[config.mk]
export PLATFORM = sky130hd
export DESIGN_NAME = mips_multicycle_ctrl_flat
export DESIGN_NICKNAME = d
export VERILOG_FILES = /design/src/rtl/mips_ctrl_pkg.sv /design/src/rtl/mips_multicycle_ctrl_if.sv /design/src/rtl/mips_ctrl_decode.sv /design/src/rtl/mips_multicycle_ctrl.sv /design/src/flat_wrapper.sv
export SDC_FILE = /design/constraint.sdc
export NUM_CORES = 1
export LEC_CHECK = 0
export BUFFER_PORTS_ARGS = -buffer_cell sky130_fd_sc_hd__buf_2
export CORE_AREA = 2 2 39 41
export CTS_BUF_LIST = sky130_fd_sc_hd__clkbuf_4 sky130_fd_sc_hd__clkbuf_8
export CTS_CLUSTER_DIAMETER = 50
export CTS_CLUSTER_SIZE = 40
export DETAILED_ROUTE_END_ITERATION = 7
export DIE_AREA = 0 0 41 43
export PLACE_DENSITY_LB_ADDON = 0.08
export SLEW_MARGIN = 20
export SYNTH_ARGS = -nofsm -noshare
export SYNTH_HDL_FRONTEND = slang
export SYNTH_SLANG_ARGS = --single-unit
[constraint.sdc]
create_clock -name clk -period 1.78 [get_ports clk]
set_input_delay 0.178 -clock clk [delete_from_list [all_inputs] [get_ports clk]]
set_output_delay 0.178 -clock clk [all_outputs]
set_load 0.05 [all_outputs]
[src/rtl/mips_ctrl_pkg.sv]
// mips_ctrl_pkg: shared encodings for the multicycle MIPS controller and datapath.
// Holds the opcode constants, FSM states, mux/ALU select encodings and the
// control-word layout produced by the state decoder.
package mips_ctrl_pkg;

    localparam logic [5:0] OP_R    = 6'h00;
    localparam logic [5:0] OP_LW   = 6'h23;
    localparam logic [5:0] OP_SW   = 6'h2B;
    localparam logic [5:0] OP_BEQ  = 6'h04;
    localparam logic [5:0] OP_ADDI = 6'h08;
    localparam logic [5:0] OP_J    = 6'h02;

    typedef enum logic [3:0] {
        S_RESET, S_FETCH, S_DECODE, S_MEMADR, S_MEMRD, S_MEMWB, S_MEMWR,
        S_EXEC, S_ALUWB, S_BRANCH, S_ADDIEX, S_ADDIWB, S_JUMP, S_TRAP
    } state_t;

    localparam logic [1:0] ALU_B_REG    = 2'd0;
    localparam logic [1:0] ALU_B_FOUR   = 2'd1;
    localparam logic [1:0] ALU_B_IMM    = 2'd2;
    localparam logic [1:0] ALU_B_IMM_SH = 2'd3;

    localparam logic [1:0] ALU_ADD   = 2'd0;
    localparam logic [1:0] ALU_SUB   = 2'd1;
    localparam logic [1:0] ALU_FUNCT = 2'd2;

    localparam logic [1:0] PC_ALU    = 2'd0;
    localparam logic [1:0] PC_ALUOUT = 2'd1;
    localparam logic [1:0] PC_JUMP   = 2'd2;

    typedef struct packed {
        logic       pc_write;
        logic       pc_write_cond;
        logic       i_or_d;
        logic       mem_read;
        logic       mem_write;
        logic       ir_write;
        logic       mem_to_reg;
        logic       reg_dst;
        logic       reg_write_en;
        logic       alu_src_a;
        logic [1:0] alu_src_b;
        logic [1:0] alu_op;
        logic [1:0] pc_src;
    } ctrl_t;

    function automatic logic is_legal(input logic [5:0] op);
        return op inside {OP_R, OP_LW, OP_SW, OP_BEQ, OP_ADDI, OP_J};
    endfunction

endpackage

[src/rtl/mips_multicycle_ctrl_if.sv]
// mips_multicycle_ctrl_if: controller <-> datapath bundle.
// master (controller): takes opcode/mem_ready, drives every enable and mux select.
// slave (datapath): the mirror view.
interface mips_multicycle_ctrl_if;
    logic [5:0] opcode;
    logic       mem_ready;
    logic       pc_write;
    logic       pc_write_cond;
    logic       i_or_d;
    logic       mem_read;
    logic       mem_write;
    logic       ir_write;
    logic       mem_to_reg;
    logic       reg_dst;
    logic       reg_write_en;
    logic       alu_src_a;
    logic [1:0] alu_src_b;
    logic [1:0] alu_op;
    logic [1:0] pc_src;
    logic       illegal_op;

    modport master (
        input  opcode, mem_ready,
        output pc_write, pc_write_cond, i_or_d, mem_read, mem_write, ir_write,
               mem_to_reg, reg_dst, reg_write_en, alu_src_a, alu_src_b, alu_op,
               pc_src, illegal_op
    );

    modport slave (
        output opcode, mem_ready,
        input  pc_write, pc_write_cond, i_or_d, mem_read, mem_write, ir_write,
               mem_to_reg, reg_dst, reg_write_en, alu_src_a, alu_src_b, alu_op,
               pc_src, illegal_op
    );
endinterface

[src/rtl/mips_ctrl_decode.sv]
// mips_ctrl_decode: combinational state -> control-word mapping.
// Ports: state (current FSM state), mem_ready (memory handshake, only used in
// S_FETCH to gate IR/PC loads), ctrl (full control word, zero when unlisted).
module mips_ctrl_decode
    import mips_ctrl_pkg::*;
(
    input  state_t     state,
    input  logic       mem_ready,
    output ctrl_t      ctrl
);
    always_comb begin
        ctrl = '0;
        case (state)
            S_FETCH: begin
                ctrl.mem_read  = 1'b1;
                ctrl.alu_src_b = ALU_B_FOUR;
                // IR and PC only advance when the instruction word is actually back
                ctrl.ir_write  = mem_ready;
                ctrl.pc_write  = mem_ready;
            end
            S_DECODE: ctrl.alu_src_b = ALU_B_IMM_SH;
            S_MEMADR, S_ADDIEX: begin
                ctrl.alu_src_a = 1'b1;
                ctrl.alu_src_b = ALU_B_IMM;
            end
            S_MEMRD: begin
                ctrl.mem_read = 1'b1;
                ctrl.i_or_d   = 1'b1;
            end
            S_MEMWB: begin
                ctrl.reg_write_en = 1'b1;
                ctrl.mem_to_reg   = 1'b1;
            end
            S_MEMWR: begin
                ctrl.mem_write = 1'b1;
                ctrl.i_or_d    = 1'b1;
            end
            S_EXEC: begin
                ctrl.alu_src_a = 1'b1;
                ctrl.alu_op    = ALU_FUNCT;
            end
            S_ALUWB: begin
                ctrl.reg_write_en = 1'b1;
                ctrl.reg_dst      = 1'b1;
            end
            S_BRANCH: begin
                ctrl.alu_src_a     = 1'b1;
                ctrl.alu_op        = ALU_SUB;
                ctrl.pc_src        = PC_ALUOUT;
                ctrl.pc_write_cond = 1'b1;
            end
            S_ADDIWB: ctrl.reg_write_en = 1'b1;
            S_JUMP: begin
                ctrl.pc_write = 1'b1;
                ctrl.pc_src   = PC_JUMP;
            end
            default: ;
        endcase
    end
endmodule

[src/rtl/mips_multicycle_ctrl.sv]
// mips_multicycle_ctrl: main control FSM for the multicycle MIPS datapath.
// Ports: clk, rst_n (async active-low), bus (master view: opcode/mem_ready in,
// all datapath enables and selects plus illegal_op out), state_o (debug state).
// ILLEGAL_TRAP=1 parks in S_TRAP on an unsupported opcode; 0 flags and refetches.
module mips_multicycle_ctrl
    import mips_ctrl_pkg::*;
#(
    parameter bit ILLEGAL_TRAP = 1'b1,
    parameter int STATE_W      = 4
) (
    input  logic                  clk,
    input  logic                  rst_n,
    mips_multicycle_ctrl_if.master bus,
    output logic [STATE_W-1:0]    state_o
);
    state_t state, state_next;
    ctrl_t  ctrl;
    logic   illegal;

    always_ff @(posedge clk or negedge rst_n) begin
        if (!rst_n) state <= S_RESET;
        else        state <= state_next;
    end

    always_comb begin
        state_next = S_FETCH;
        illegal    = 1'b0;
        case (state)
            S_RESET:  state_next = S_FETCH;
            S_FETCH:  state_next = bus.mem_ready ? S_DECODE : S_FETCH;
            S_DECODE: begin
                case (bus.opcode)
                    OP_LW, OP_SW: state_next = S_MEMADR;
                    OP_R:         state_next = S_EXEC;
                    OP_BEQ:       state_next = S_BRANCH;
                    OP_ADDI:      state_next = S_ADDIEX;
                    OP_J:         state_next = S_JUMP;
                    default: begin
                        illegal    = 1'b1;
                        state_next = ILLEGAL_TRAP ? S_TRAP : S_FETCH;
                    end
                endcase
            end
            S_MEMADR: state_next = (bus.opcode == OP_SW) ? S_MEMWR : S_MEMRD;
            S_MEMRD:  state_next = bus.mem_ready ? S_MEMWB : S_MEMRD;
            S_MEMWR:  state_next = bus.mem_ready ? S_FETCH : S_MEMWR;
            S_EXEC:   state_next = S_ALUWB;
            S_ADDIEX: state_next = S_ADDIWB;
            S_TRAP:   state_next = S_TRAP;
            // writeback/branch/jump and unused encodings all fall back to fetch
            default:  state_next = S_FETCH;
        endcase
    end

    mips_ctrl_decode u_decode (
        .state     (state),
        .mem_ready (bus.mem_ready),
        .ctrl      (ctrl)
    );

    assign bus.pc_write      = ctrl.pc_write;
    assign bus.pc_write_cond = ctrl.pc_write_cond;
    assign bus.i_or_d        = ctrl.i_or_d;
    assign bus.mem_read      = ctrl.mem_read;
    assign bus.mem_write     = ctrl.mem_write;
    assign bus.ir_write      = ctrl.ir_write;
    assign bus.mem_to_reg    = ctrl.mem_to_reg;
    assign bus.reg_dst       = ctrl.reg_dst;
    assign bus.reg_write_en  = ctrl.reg_write_en;
    assign bus.alu_src_a     = ctrl.alu_src_a;
    assign bus.alu_src_b     = ctrl.alu_src_b;
    assign bus.alu_op        = ctrl.alu_op;
    assign bus.pc_src        = ctrl.pc_src;
    assign bus.illegal_op    = illegal;
    assign state_o           = STATE_W'(state);
endmodule
[src/flat_wrapper.sv]
// flat-port wrapper written by rule: the top's interface ports become plain ports
module mips_multicycle_ctrl_flat import mips_ctrl_pkg::*;
#(
    parameter bit ILLEGAL_TRAP = 1'b1,
    parameter int STATE_W      = 4
)
  (clk, rst_n, state_o, bus_opcode, bus_mem_ready, bus_pc_write, bus_pc_write_cond, bus_i_or_d, bus_mem_read, bus_mem_write, bus_ir_write, bus_mem_to_reg, bus_reg_dst, bus_reg_write_en, bus_alu_src_a, bus_alu_src_b, bus_alu_op, bus_pc_src, bus_illegal_op);
  mips_multicycle_ctrl_if bus_i ();
  input  logic clk;
  input  logic rst_n;
  output logic [STATE_W-1:0] state_o;
  input wire logic [$bits(bus_i.opcode)-1:0] bus_opcode;
  input wire logic [$bits(bus_i.mem_ready)-1:0] bus_mem_ready;
  output wire logic [$bits(bus_i.pc_write)-1:0] bus_pc_write;
  output wire logic [$bits(bus_i.pc_write_cond)-1:0] bus_pc_write_cond;
  output wire logic [$bits(bus_i.i_or_d)-1:0] bus_i_or_d;
  output wire logic [$bits(bus_i.mem_read)-1:0] bus_mem_read;
  output wire logic [$bits(bus_i.mem_write)-1:0] bus_mem_write;
  output wire logic [$bits(bus_i.ir_write)-1:0] bus_ir_write;
  output wire logic [$bits(bus_i.mem_to_reg)-1:0] bus_mem_to_reg;
  output wire logic [$bits(bus_i.reg_dst)-1:0] bus_reg_dst;
  output wire logic [$bits(bus_i.reg_write_en)-1:0] bus_reg_write_en;
  output wire logic [$bits(bus_i.alu_src_a)-1:0] bus_alu_src_a;
  output wire logic [$bits(bus_i.alu_src_b)-1:0] bus_alu_src_b;
  output wire logic [$bits(bus_i.alu_op)-1:0] bus_alu_op;
  output wire logic [$bits(bus_i.pc_src)-1:0] bus_pc_src;
  output wire logic [$bits(bus_i.illegal_op)-1:0] bus_illegal_op;
  assign bus_i.opcode = bus_opcode;
  assign bus_i.mem_ready = bus_mem_ready;
  assign bus_pc_write = bus_i.pc_write;
  assign bus_pc_write_cond = bus_i.pc_write_cond;
  assign bus_i_or_d = bus_i.i_or_d;
  assign bus_mem_read = bus_i.mem_read;
  assign bus_mem_write = bus_i.mem_write;
  assign bus_ir_write = bus_i.ir_write;
  assign bus_mem_to_reg = bus_i.mem_to_reg;
  assign bus_reg_dst = bus_i.reg_dst;
  assign bus_reg_write_en = bus_i.reg_write_en;
  assign bus_alu_src_a = bus_i.alu_src_a;
  assign bus_alu_src_b = bus_i.alu_src_b;
  assign bus_alu_op = bus_i.alu_op;
  assign bus_pc_src = bus_i.pc_src;
  assign bus_illegal_op = bus_i.illegal_op;
  mips_multicycle_ctrl #(.ILLEGAL_TRAP(ILLEGAL_TRAP), .STATE_W(STATE_W)) u_core (.clk(clk), .rst_n(rst_n), .bus(bus_i), .state_o(state_o));
endmodule
==> flow_summary.ini <==
[floorplan]
dieArea_sq_um = 1760
row_count = 14
die_width_microns = 41
ios = 30
start_util = 0.387
die-height_microns = 43
core_sq_um = 1380

[cells_and_area]
layout_common_cells = 27 x buf_2, 8 x buf_4, 6 x nor2_1, 6 x clkbuf_4
final_common_cell = buf_2
syn2layout_area_growth_pct = 58.2
register_area_sq_um = 106
num-nets-final = 122
fillers = 146
layout-drive-gt1-share = 0.571
multiInputGateArea_sq_um = 459
finalNonFillerCells = 128
largest_reg_flops = 4
utilization = 0.612
antenna_cells = 0

[sta]
finalCriticalPeriod_ns = 1.70
finalClockSkew_ns = 0.0102
setup_viol = 0
timing.hold.ws_ns = 0.272
max_slew.worst_pin.slew_ns = 0.239
setup_ws_ns = 0.0814
report.final.slew_viol_count = 0
fmax_mhz = 589
rsz0062_at_grt = no
max_slew_margin = 0.841
hold_violations = 0
fin_crit_sh = 0.954

[place]
pre_cts_slack_ns = 0.203
io_buffer_count = 29
dpl.hpwl_microns = 1080
place.gp.congestion = 0.737
placed_cells = 117

[cts]
cts-root-buf = clkbuf_4
cts_made_buffers = 3
tritoncts = built
cts.sinks = 4
clockBufferDepth = 2
cts.clk_slew.worst_paths_ns = 0.05
worstSkewPairLatency_ns = 0.24
cts.htree.levels = 1

[worst_hold_path]
hold_path.class = in2reg

[run_status]
status = finished, final reports clean

[synthesis]
ys_top_cells_by_area = dfrtp_1 19%, a21oi_1 7.5%, nor3_1 7.5%, nor2_1 7.0%, buf_2 5.6%
yosys.area.top_type_share = 0.187
synth_seq_cells = 4
synth_ff_type = dfrtp_1
syn_nets = 87
yosys.area.top_type = dfrtp_1
ys_warn_count = 0
synth-async-reset-ratio = 1.00
postSynthAreaPerCell_sq_um = 6.87
seq_area_frac_synth = 0.187
synth_edf_count = 0
syn_inst = 78
syn_area_sq_um = 536
synth.distinct_cells = 31

[global_route]
grt_pass1_wl_microns = 2460
grt_pass1_vias = 553
grt_start_max_net_pins = 21
grt-ovfl-total = 0
gr-usage-all-layers = 0.204
grt_antenna_before_repair = 0

[routing]
drc = 0
drt-initial-drc-count = 8
vias = 674
avgRoutedWirePerCell_microns = 12.3
ant_nets = 0
routed_wirelength_microns = 1570
viasPerCell = 5.27
dr.pass1.iters = 4

[critical_path]
critPathLaunchType = flop
critPathKind = reg2out
cp_max_fo = 11
worstPathRequired_ns = 1.60
cp-end-kind = output port
cp.arrival_ns = 1.52
reg2reg_slack_ns = 0.36

[flow_run]
max_cap_viol_count = 0
cell type report:
| type | instances | area share |
|---|---|---|
| multi-input combinational | 63 | 0.542 |
| inverter | 3 | 0.0133 |
| tap | 16 | 0.0236 |
| timing repair buffer | 38 | 0.260 |
| clock buffer | 4 | 0.0355 |
| sequential | 4 | 0.126 |
final timing paths:
path,start,end,cells after the start
worst max-delay path,u_core.state_o[2],bus_alu_src_a,5
worst min-delay path,bus_opcode[4],u_core.state_o[2],3
worst max register to register,u_core.state_o[3],u_core.state_o[1],4
worst min register to register,u_core.state_o[3],u_core.state_o[0],1
max in group asynchronous,rst_n,u_core.state_o[3],2
min in group asynchronous,rst_n,u_core.state_o[0],2
critical path, cell delays in order, from the launching register on:
cell and delay (ns):
dfrtp_2 0.48, nand2b_2 0.21, nor2_1 0.13, o21ai_1 0.11, o21ai_4 0.06, buf_2 0.27
through the flow:
stage	TNS, ns	area, sq um
after floorplan	-0.206	604
after global placement	0	739
after detailed placement	0	739
after CTS	0	787
after global routing	0	847
final	0	847
synthesized netlist by cell type (all sizes together) (2+ instances only):
cell    number
a21oi        8
buf          8
dfrtp        4
inv          3
nand2        4
nand2b       4
nand3        2
nor2        10
nor2b        2
nor3         8
o21ai        5
xnor2        3
metal layers:
metal  wire [microns]  track usage  part of all wire
met5                0            0                 0
met1              720        0.260              0.46
met2              787        0.309              0.50
met3               52       0.0471             0.033
met4               12        0.100            0.0076
repair_timing:
action,4_1_cts,5_1_grt
hold endpoints to repair,4,0
resized for setup,3,6
endpoints found under the setup margin,3,5
hold buffers,1,0
buffers inserted,0,6
kinds of logic after synthesis:
kind of cell | synth area share
compound gates | 0.273
xor+xnor | 0.0654
fa+ha+maj | 0.0187
buf+inv | 0.105
flops | 0.187
simple gates | 0.350
Power is not shown: default switching activity piles up to over one toggle a cycle in this logic, so the estimate is an artifact.
